`src/rtl/seven_seg_pkg.sv`:
```
`default_nettype none
// ============================================================================
//  Module      : seven_seg_pkg
//  Description : Shared definitions for the seven-segment scan controller.
//                Scan FSM state encoding and the decoder code width.
//  Revision    : 1.0  initial release
// ============================================================================
package seven_seg_pkg;

    // Width of one digit code fed to the external 4-to-7 decoder.
    localparam int SEG_CODE_W = 4;

    // Scan FSM state encoding.
    localparam logic [1:0] c_ST_IDLE = 2'd0;
    localparam logic [1:0] c_ST_SHOW = 2'd1;
    localparam logic [1:0] c_ST_GAP  = 2'd2;

    typedef enum logic [1:0] {
        ST_IDLE = c_ST_IDLE,
        ST_SHOW = c_ST_SHOW,
        ST_GAP  = c_ST_GAP
    } state_t;

endpackage
`default_nettype wire

```
`src/rtl/seven_seg_tick_counter.sv`:
```
`default_nettype none
// ============================================================================
//  Module      : seven_seg_tick_counter
//  Description : Clearable up-counter with a terminal-count flag. The flag is
//                high while the count equals i_last_val, so a phase lasting N
//                cycles is timed by passing N-1 and clearing on the phase
//                change.
//  Ports       : clk, rst      clock / synchronous active-high reset
//                i_clear       restart the count at 0 on the next edge
//                i_last_val    terminal count value for the current phase
//                o_last        count has reached i_last_val
//  Revision    : 1.0  initial release
// ============================================================================
module seven_seg_tick_counter #(
    parameter int CNT_W = 16
) (
    input  logic             clk,
    input  logic             rst,
    input  logic             i_clear,
    input  logic [CNT_W-1:0] i_last_val,
    output logic             o_last
);

    logic [CNT_W-1:0] r_count;

    always_ff @(posedge clk) begin
        if (rst || i_clear) begin
            r_count <= '0;
        end else begin
            r_count <= r_count + CNT_W'(1);
        end
    end

    assign o_last = (r_count == i_last_val);

endmodule
`default_nettype wire

```
`src/rtl/seven_segment_scan_ctrl.sv`:
```
`default_nettype none
// ============================================================================
//  Module      : seven_segment_scan_ctrl
//  Description : Time-multiplexes one shared 4-bit-to-7-segment decoder over
//                NUM_DIGITS common-select digits. Each digit is lit for
//                DIV_COUNT cycles followed by BLANK_CYCLES of all-dark gap.
//                New digit values are double-buffered and committed only at
//                frame boundaries so a frame never mixes old and new values.
//  Ports       : clk, rst      clock / synchronous active-high reset
//                enable        1 = scanning, 0 = display dark
//                load          strobe: capture digits_in/blank_mask to shadow
//                digits_in     digit k code at [4k+3:4k], digit 0 rightmost
//                blank_mask    bit k forces digit k dark
//                dec_code      code to the external decoder
//                digit_en      one-hot active-high digit select
//                scan_idx      index of digit being / next to be lit
//                frame_done    1-cycle pulse on each wrapped frame start
//  Revision    : 1.0  initial release
// ============================================================================
module seven_segment_scan_ctrl
    import seven_seg_pkg::*;
#(
    parameter int NUM_DIGITS   = 4,
    parameter int DIV_COUNT    = 50000,
    parameter int BLANK_CYCLES = 8,
    parameter int CNT_W        = 16
) (
    input  logic                            clk,
    input  logic                            rst,
    input  logic                            enable,
    input  logic                            load,
    input  logic [4*NUM_DIGITS-1:0]         digits_in,
    input  logic [NUM_DIGITS-1:0]           blank_mask,
    output logic [3:0]                      dec_code,
    output logic [NUM_DIGITS-1:0]           digit_en,
    output logic [$clog2(NUM_DIGITS)-1:0]   scan_idx,
    output logic                            frame_done
);

    localparam int                    c_IDX_W     = $clog2(NUM_DIGITS);
    localparam int                    c_IMG_W     = SEG_CODE_W * NUM_DIGITS;
    localparam logic [CNT_W-1:0]      c_SHOW_LAST = CNT_W'(DIV_COUNT - 1);
    // Unused when BLANK_CYCLES is 0 because GAP is never entered then.
    localparam logic [CNT_W-1:0]      c_GAP_LAST  =
        CNT_W'((BLANK_CYCLES > 0) ? (BLANK_CYCLES - 1) : 0);
    localparam logic [c_IDX_W-1:0]    c_IDX_MAX   = c_IDX_W'(NUM_DIGITS - 1);
    localparam logic [NUM_DIGITS-1:0] c_ONE       = NUM_DIGITS'(1);

    state_t                    r_state;
    state_t                    w_state_next;
    logic [c_IDX_W-1:0]        r_idx;
    logic [c_IDX_W-1:0]        w_idx_next;
    logic [c_IDX_W-1:0]        w_idx_inc;
    logic                      w_wrap;

    logic                      w_cnt_clear;
    logic                      w_cnt_last;
    logic [CNT_W-1:0]          w_cnt_last_val;
    logic                      w_boundary;

    logic [c_IMG_W-1:0]        r_shadow_digits;
    logic [NUM_DIGITS-1:0]     r_shadow_mask;
    logic                      r_pending;
    logic [c_IMG_W-1:0]        r_disp_digits;
    logic [NUM_DIGITS-1:0]     r_disp_mask;
    logic [c_IMG_W-1:0]        w_disp_digits_next;
    logic [NUM_DIGITS-1:0]     w_disp_mask_next;

    logic [SEG_CODE_W-1:0]     r_dec_code;
    logic [SEG_CODE_W-1:0]     w_dec_code_next;
    logic [NUM_DIGITS-1:0]     r_digit_en;
    logic [NUM_DIGITS-1:0]     w_digit_en_next;
    logic                      r_frame_done;
    logic                      w_frame_done_next;

    // ------------------------------------------------------------------
    // Phase timer: one counter serves both SHOW and GAP durations.
    // ------------------------------------------------------------------
    assign w_cnt_last_val = (r_state == ST_GAP) ? c_GAP_LAST : c_SHOW_LAST;

    seven_seg_tick_counter #(
        .CNT_W (CNT_W)
    ) u_tick_counter (
        .clk        (clk),
        .rst        (rst),
        .i_clear    (w_cnt_clear),
        .i_last_val (w_cnt_last_val),
        .o_last     (w_cnt_last)
    );

    assign w_wrap    = (r_idx == c_IDX_MAX);
    assign w_idx_inc = w_wrap ? '0 : (r_idx + c_IDX_W'(1));

    // ------------------------------------------------------------------
    // Next-state logic. A boundary is either the IDLE->SHOW entry or the
    // wrap back to digit 0; only the wrap raises frame_done.
    // ------------------------------------------------------------------
    always_comb begin
        w_state_next      = r_state;
        w_idx_next        = r_idx;
        w_cnt_clear       = 1'b0;
        w_boundary        = 1'b0;
        w_frame_done_next = 1'b0;

        if (!enable) begin
            w_state_next = ST_IDLE;
            w_idx_next   = '0;
            w_cnt_clear  = 1'b1;
        end else begin
            case (r_state)
                ST_IDLE: begin
                    w_state_next = ST_SHOW;
                    w_idx_next   = '0;
                    w_cnt_clear  = 1'b1;
                    w_boundary   = 1'b1;
                end
                ST_SHOW: begin
                    if (w_cnt_last) begin
                        w_cnt_clear = 1'b1;
                        if (BLANK_CYCLES == 0) begin
                            w_idx_next        = w_idx_inc;
                            w_boundary        = w_wrap;
                            w_frame_done_next = w_wrap;
                        end else begin
                            w_state_next = ST_GAP;
                        end
                    end
                end
                ST_GAP: begin
                    if (w_cnt_last) begin
                        w_state_next      = ST_SHOW;
                        w_idx_next        = w_idx_inc;
                        w_cnt_clear       = 1'b1;
                        w_boundary        = w_wrap;
                        w_frame_done_next = w_wrap;
                    end
                end
                default: begin
                    w_state_next = ST_IDLE;
                    w_idx_next   = '0;
                    w_cnt_clear  = 1'b1;
                end
            endcase
        end
    end

    // ------------------------------------------------------------------
    // Output precompute. Outputs are registered, so they are derived from
    // the next state and the post-commit display image; the first cycle
    // of a new frame therefore already shows the freshly committed value.
    // ------------------------------------------------------------------
    always_comb begin
        w_disp_digits_next = r_disp_digits;
        w_disp_mask_next   = r_disp_mask;
        if (w_boundary && r_pending) begin
            w_disp_digits_next = r_shadow_digits;
            w_disp_mask_next   = r_shadow_mask;
        end

        w_digit_en_next = '0;
        w_dec_code_next = r_dec_code;
        if (w_state_next == ST_SHOW) begin
            w_dec_code_next = w_disp_digits_next[w_idx_next*SEG_CODE_W +: SEG_CODE_W];
            if (!w_disp_mask_next[w_idx_next]) begin
                w_digit_en_next = c_ONE << w_idx_next;
            end
        end
    end

    // ------------------------------------------------------------------
    // State and output registers.
    // ------------------------------------------------------------------
    always_ff @(posedge clk) begin
        if (rst) begin
            r_state      <= ST_IDLE;
            r_idx        <= '0;
            r_dec_code   <= '0;
            r_digit_en   <= '0;
            r_frame_done <= 1'b0;
        end else begin
            r_state      <= w_state_next;
            r_idx        <= w_idx_next;
            r_dec_code   <= w_dec_code_next;
            r_digit_en   <= w_digit_en_next;
            r_frame_done <= w_frame_done_next;
        end
    end

    // ------------------------------------------------------------------
    // Double buffer. A load coinciding with a boundary commits the old
    // shadow first and leaves the new value pending for the next frame.
    // ------------------------------------------------------------------
    always_ff @(posedge clk) begin
        if (rst) begin
            r_shadow_digits <= '0;
            r_shadow_mask   <= '0;
            r_pending       <= 1'b0;
            r_disp_digits   <= '0;
            r_disp_mask     <= '0;
        end else begin
            r_disp_digits <= w_disp_digits_next;
            r_disp_mask   <= w_disp_mask_next;
            if (load) begin
                r_shadow_digits <= digits_in;
                r_shadow_mask   <= blank_mask;
                r_pending       <= 1'b1;
            end else if (w_boundary) begin
                r_pending       <= 1'b0;
            end
        end
    end

    assign dec_code   = r_dec_code;
    assign digit_en   = r_digit_en;
    assign scan_idx   = r_idx;
    assign frame_done = r_frame_done;

endmodule
`default_nettype wire

```
`config.mk`:
```
export PLATFORM = sky130hd
export DESIGN_NAME = seven_segment_scan_ctrl
export DESIGN_NICKNAME = d
export VERILOG_FILES = /design/src/rtl/seven_seg_pkg.sv /design/src/rtl/seven_seg_tick_counter.sv /design/src/rtl/seven_segment_scan_ctrl.sv
export SDC_FILE = /design/constraint.sdc
export NUM_CORES = 1
export LEC_CHECK = 0
export ABC_AREA = 1
export ABC_CLOCK_PERIOD_IN_PS = 2550
export CORE_ASPECT_RATIO = 0.75
export CORE_MARGIN = 2
export CORE_UTILIZATION = 40
export CTS_CLUSTER_SIZE = 14
export DETAILED_ROUTE_END_ITERATION = 6
export GPL_ROUTABILITY_DRIVEN = 0
export GPL_TIMING_DRIVEN = 0
export MAX_ROUTING_LAYER = met4
export SLEW_MARGIN = 30
export SYNTH_ARGS = -nofsm -noshare
export SYNTH_HDL_FRONTEND = slang
export SYNTH_HIERARCHICAL = 1
export SYNTH_SLANG_ARGS = --single-unit
```
`constraint.sdc`:
```
create_clock -name clk -period 2.55 [get_ports clk]
set_input_delay 0.255 -clock clk [delete_from_list [all_inputs] [get_ports clk]]
set_output_delay 0.255 -clock clk [all_outputs]
set_load 0.02 [all_outputs]
```
==> summary.md, run 1 <==
| Metric | Value |
|---|---|
| Core Util, Final | `53.1%` |
| Synth warn | `6` |
| Period utilization | `95.7%` |
| Hold WC Path Type | `in -> reg` |
| Outcome | `complete, no violations` |
| Layout area overhead | `30.9%` |
| Post-DP Area | `0.00388 mm^2` |
| Seq cells post-synth | `70` |
| Post-CTS Hold Buffers | `0` |
| Data required, critical path | `~2.8 ns` |
| Dpl ws | `-0.466 ns` |
| EDFF count, synth | `0` |
| Critical path origin | `r_state[0]` |
| Placed cell count | `around 620` |
| FMAX | `0.410 GHz` |
| Drt total wl | `7.97 mm` |
| Sequential share of the synthesized area | `41.4%` |
| Via count | `~3,000` |
| Switching power of the nets | `just over 0.6 mW` |
| Root buffer cell | `clkbuf_16` |
| R2R depth | `22` |
| CTS tree | `done` |
| Setup Crit Path Kind | `reg -> reg` |
| Worst Slack Setup Final | `0.109 ns` |
| Vias in the first global route | `roughly 2,700` |
| Count of final max-slew check failures | `0` |
| Layout cell share with drive strength beyond 1 | `15.5%` |
| Setup-failing EPs final | `0` |
| DR iter-0 viols | `136` |
| Skew final | `0.00858 ns` |
| Power Density | `592 mW/mm^2` |
| Hold Path Sink | `r_shadow_mask[1]` |
| Max Buffers Root-to-Sink | `2` |
| Post-route ant nets | `0` |
| Worst-path clk slew | `0.06 ns` |
| Top cell type's share of synthesized area | `just over 40%` |
| Post-DP HPWL | `5.69 mm` |
| Filler instances | `828` |
| Rows | `29` |
| RR Endpoint | `dec_code[1]` |
| Hold Crit Start | `load` |
| Clock H-tree levels | `3` |
| Post-Syn Instances | `between 400 and 500` |
| Async S/R FF share, synth | `0%` |
| Die width | `approximately 110 um` |
| Non-Filler Instances | `651` |
| Post-synth cell types | `33` |
| Hold path depth | `3` |
| Global router's overall resource usage | `18.7%` |
| Drt pass-1 iters | `4` |
| Worst path arrival time | `2.67 ns` |
| Hold_ws | `0.348 ns` |
| Antenna Cells | `0` |
| Min Tclk post-route | `~2.4 ns` |
| Setup crit end kind | `register` |
| Main synth FF type | `dfxtp_1` |
| Starting density of the core | `40.5%` |
| Die area | `0.00921 mm^2` |
| Worst reg2reg startpoint | `r_state[0]` |
| Syn Std Cell Area | `0.00338 mm^2` |
| Leakage dissipation | `1.93 nW` |
| CORE AREA | `0.00835 mm^2` |
| Switching Fraction | `23.0%` |
| Mapped Avg Cell Area | `about 7.2 um^2` |
| # clock sinks | `70` |
| Post-route DRC violation count | `0` |
| Synth top area cells | `dfxtp_1 (41%), nand2_1 (15%), nor2_1 (7.1%)` |
| First-pass GRT wire length | `around 13 mm` |
| Slew HR | `about 64%` |
| VDD IR max | `a little under 300 uV` |
| Nets@finish | `569` |
| Fin area | `0.00443 mm^2` |
| Gr ovfl total | `0` |
| Die Y | `83.6 um` |
| Antenna violations before repair | `0` |
| CP Max Fanout | `9` |
| Seq pwr share | `between 40% and 50%` |
| Final Hold Fails | `0` |
| Combinational cell fraction of total power | `9.2%` |
| Clock power share | `46.8%` |
| Setup TNS Final | `0 ns` |
| Internal power | `2.02 mW` |
| Cell taking the most area after synthesis | `dfxtp_1` |
| Ports | `35` |
| Worst-Margin Slew | `approximately 0.54 ns` |
| CTS buffer count | `9` |
| Via/cell ratio | `4.59` |
| PortBufs | `33` |
| Worst-Skew Late Latency | `0.33 ns` |
| FF-to-FF setup slack | `0.11 ns` |
| DR WL/cell | `12.2 um` |
| Total chip power | `approximately 2.6 mW` |
| CP Launch Type | `register` |
| Largest net degree at the start of global routing | `12` |
| Max-cap violations | `0` |
==> final cells by class <==
cell class / instances / area, um^2 / share of cell area (%)
Timing Repair Buffer: 45 / 468 / 10.6
Clock inverter: 4 / 47.5 / 1.07
Tap cell: 108 / 135 / 3.05
Buffer: 17 / 129 / 2.91
Inverter: 55 / 216 / 4.89
Multi-Input combinational cell: 341 / 1780 / 40.3
Clock buffer: 11 / 243 / 5.48
Sequential cell: 70 / 1410 / 31.8
==> power by group through the flow <==
stage          clock [mW]  sequential (mW)  combinational, mW
4_1_cts              1.26             1.15              0.226
6_report             1.23             1.15              0.241
3_5_place_dp            0             1.18              0.224
5_1_grt              1.30             1.15              0.271
2_1_floorplan           0             1.18              0.138
3_3_place_gp            0             1.17              0.221
==> cells in the final DEF (no fill, tap or decap), drive strengths merged <==
cell           instances
nor3                   2
clkbuf                20
nand2                142
o21a                   1
a21oi                 34
a211oi                 2
bufinv                 1
dfxtp                 70
xor2                   2
clkinvlp               1
xnor2                 13
conb                  12
ha                     6
buf                   20
nand3                 27
nand4                 10
clkdlybuf4s50         33
clkinv                 2
o21ai                 17
inv                   55
o21bai                 2
nor2                  70
or2                    1
==> logic make-up (layout without fill, tap and decap cells) <==
group           count (synthesis)  in the layout  synth area share [%]
flops                          70             70                  41.4
buf+inv                        72            132                  9.36
compound gates                 56             56                  10.4
xor+xnor                       15             15                  3.88
fa+ha+maj                       6              6                  2.22
simple gates                  252            252                  32.4
other cells                     2             12                 0.222
==> flip-flops by register name, indices dropped and copies added, names as in the netlist <==
name	count
r_pending	1
r_shadow_mask	4
r_state	2
dec_code	4
frame_done	1
r_disp_digits	16
r_shadow_digits	16
r_disp_mask	4
u_tick_counter/r_count	16
scan_idx	2
digit_en	4
==> layer usage <==
layer / up-vias / track usage (%) / share of wire, %
met3: 10 / 4.68 / 4.8
met5: - / - / 0
met1: 1329 / 27.5 / 54
met4: 0 / 5.80 / 1.3
li1: 1588 / - / -
met2: 60 / 25.0 / 40
==> synth_stat cells, types with 4 or more instances <==
| cell | number |
|---|---|
| ha_1 | 6 |
| a21oi_1 | 33 |
| buf_6 | 5 |
| nor2_2 | 4 |
| nand3_1 | 23 |
| nand2_4 | 4 |
| inv_1 | 52 |
| nor2_1 | 64 |
| dfxtp_1 | 70 |
| xnor2_1 | 13 |
| nand2_1 | 136 |
| o21ai_2 | 12 |
| o21ai_0 | 4 |
| nand4_1 | 10 |
| clkbuf_1 | 7 |
==> worst max-delay path by stage <==
stage,depth (start not counted),end
4_1_cts,18,dec_code[1]
2_1_floorplan,18,dec_code[0]
6_report,22,dec_code[1]
3_3_place_gp,18,dec_code[1]
5_1_grt,19,digit_en[0]
3_5_place_dp,20,dec_code[1]
==> what timing repair did <==
item / CTS / global route
setup endpoints to repair: 31 / 9
buffers inserted: 3 / 7
gates resized for setup: 6 / 25
gates cloned: 0 / 2
pin swaps: 2 / 10
==> worst max-delay path, cell delays in order, from the launching register on <==
cell and delay (ns):
dfxtp_4 0.36, inv_4 0.07, ha_4 0.20, inv_8 0.07, inv_1 0.05, nand2_1 0.04, nand2_1 0.05, nand2_1 0.06
nor2_1 0.10, nand2_1 0.10, nor2_4 0.19, inv_1 0.09, nand2_1 0.08, nand2_1 0.09, nand2_1 0.07, nand2_1 0.08
nand2_4 0.10, buf_8 0.14, nand3_1 0.10, nand3_2 0.11, nand3_1 0.08, nand2_1 0.06, inv_1 0.04
Power figures use the tool's default switching activity.
==> run 2: changes to the inputs <==
--- a/config.mk
+++ b/config.mk
@@ -9,12 +9,13 @@
 export ABC_CLOCK_PERIOD_IN_PS = 2550
 export CORE_ASPECT_RATIO = 0.75
 export CORE_MARGIN = 2
-export CORE_UTILIZATION = 40
+export CORE_UTILIZATION = 45
 export CTS_CLUSTER_SIZE = 14
 export DETAILED_ROUTE_END_ITERATION = 6
 export GPL_ROUTABILITY_DRIVEN = 0
 export GPL_TIMING_DRIVEN = 0
 export MAX_ROUTING_LAYER = met4
+export PLACE_DENSITY = 0.68
 export SLEW_MARGIN = 30
 export SYNTH_ARGS = -nofsm -noshare
 export SYNTH_HDL_FRONTEND = slang
==> summary.md, run 2 (synthesized netlist as in run 1, its figures left out) <==
| Metric | Value |
|---|---|
| Outcome | `complete, no violations` |
| Hold_ws | `0.302 ns` |
| Hold WC Path Type | `in -> reg` |
| Die Y | `79.1 um` |
| Starting density of the core | `46.3%` |
| Layout area overhead | `26.0%` |
| Post-CTS Hold Buffers | `0` |
| Clock H-tree levels | `3` |
| PortBufs | `33` |
| Period utilization | `95.7%` |
| Filler instances | `695` |
| Fin area | `0.00426 mm^2` |
| Post-route ant nets | `0` |
| Skew final | `0.0118 ns` |
| Setup crit end kind | `register` |
| FMAX | `about 0.41 GHz` |
| Worst path arrival time | `2.69 ns` |
| Worst-Margin Slew | `0.550 ns` |
| Via/cell ratio | `around 4.7` |
| Leakage dissipation | `1.83 nW` |
| Die area | `0.00823 mm^2` |
| CTS tree | `done` |
| Max-cap violations | `0` |
| Slew HR | `about 63%` |
| CP Max Fanout | `10` |
| Dpl ws | `-0.462 ns` |
| Crit path max-delay cell type | `dfxtp_4` |
| Min Tclk post-route | `2.44 ns` |
| Layout cell share with drive strength beyond 1 | `14.6%` |
| Via count | `3,006` |
| Root buffer cell | `clkbuf_8` |
| Final Hold Fails | `0` |
| Vias in the first global route | `2,626` |
| First-pass GRT wire length | `roughly 12 mm` |
| Largest regs | `r_disp_digits: 16 flops, r_shadow_digits: 16 flops, u_tick_counter/r_count: 16 flops` |
| Worst-path clk slew | `~0.08 ns` |
| # clock sinks | `70` |
| Drt pass-1 iters | `4` |
| Most frequent CP cell | `nand2_1` |
| Rows | `27` |
| VDD IR max | `~310 uV` |
| Drt total wl | `approximately 7.7 mm` |
| Nets@finish | `565` |
| Antenna Cells | `0` |
| DR WL/cell | `12.0 um` |
| Largest net degree at the start of global routing | `14` |
| Global router's overall resource usage | `19.6%` |
| DR iter-0 viols | `165` |
| Setup repair after global routing missed its margin | `true` |
| Post-DP Area | `0.00388 mm^2` |
| Die width | `104 um` |
| Crit-path cells | `inv_4 -> ha_4 -> inv_6 -> xnor2_1 -> nand2_1 -> nor2_2 -> nand2_1 -> nor2_4 -> buf_6 -> nand3_1 -> nand2_2 -> nand2_4 -> inv_4 -> buf_8 -> nand2_1 -> nand3_1 -> nand3_1 -> nand2_1 -> inv_1` |
| Gr ovfl total | `0` |
| Setup Crit Path Kind | `reg -> reg` |
| Setup-failing EPs final | `0` |
| CORE AREA | `between 0.007 and 0.008 mm^2` |
| Commonest non-fill, non-tap cells in the layout | `nand2_1 (134), dfxtp_1 (68), nor2_1 (61)` |
| Count of final max-slew check failures | `0` |
| Data required, critical path | `2.80 ns` |
| CP Launch Type | `register` |
| Reg area | `0.00141 mm^2` |
| Post-route DRC violation count | `0` |
| Worst-Skew Late Latency | `about 0.35 ns` |
| Post-DP HPWL | `5.50 mm` |
| CTS buffer count | `9` |
| Ports | `35` |
| Power Density | `around 560 mW/mm^2` |
| Antenna violations before repair | `0` |
| Max Buffers Root-to-Sink | `2` |
| Multi-input gate area | `0.00176 mm^2` |
| Worst Slack Setup Final | `approximately 0.11 ns` |
| Commonest non-fill, non-tap cell in the layout | `nand2_1` |
| CP max stage delay | `0.38 ns` |
| Total chip power | `2.37 mW` |
| Core Util, Final | `58.4%` |
==> run 2: cell count changes in the layout (fill, tap and decap cells not counted), sizes merged <==
cell,before,now
clkbuf,20,17
clkinvlp,1,2
buf,20,17
bufinv,1,2
inv,55,56
==> run 2: timing repair <==
action,CTS,global route
endpoints found under the setup margin,30,9
gates cloned,0,1
resized for setup,7,20
buffers inserted,2,5
pin swaps,2,5
==> run 2: path summary, 6_finish.rpt <==
check,start,end,slack (ns),cells after the start
setup reg to reg,r_state[0],dec_code[2],0.11,19
setup / recovery,r_state[0],dec_code[2],0.11,19
hold / removal,load,r_shadow_mask[1],0.30,3
hold reg to reg,r_disp_digits[8],r_disp_digits[8],0.47,2
==> run 2: stage by stage <==
stage / instances / TNS (ns)
after floorplan: 483 / 0
after global placement: 617 / -3.72
after detailed placement: 617 / -5.69
after CTS: 635 / 0
after global routing: 641 / -0.208
final: 641 / 0
==> run 2: final cells by class <==
cell class	count	share of cell area, %
multi-input cells	341	41.3
inverters	55	5.08
clock inverters	7	2.29
plain buffers	17	2.85
well taps	101	2.96
flip-flops and latches	70	33.0
repair buffers	41	9.66
clock buffers	9	2.91
==> run 2: metal layers <==
metal / up-vias / part of all wire, % / global-route usage, % / wire (um)
met3: 8 / 6.3 / 4.93 / 486
met5: - / 0 / - / 0
met2: 72 / 41 / 28.0 / 3200
met4: 0 / 1.1 / 7.03 / 87
li1: 1582 / - / - / -
met1: 1344 / 51 / 27.0 / 3950
==> run 2: worst max-delay path: cells and delay by family (launching register included) <==
family                   cells  cell delay, ns
XOR/XNOR                     1            0.12
flip-flops                   1            0.38
adder cells (fa/ha/maj)      1            0.18
buffers and inverters        6            0.50
AND/OR/NAND/NOR             11            1.13
==> run 2: power breakdown <==
part           switching (mW)  internal, mW  leakage (nW)
clock                   0.444         0.553         0.106
combinational           0.127        0.0996          1.15
sequential             0.0200          1.13         0.572
total                   0.591          1.78          1.83
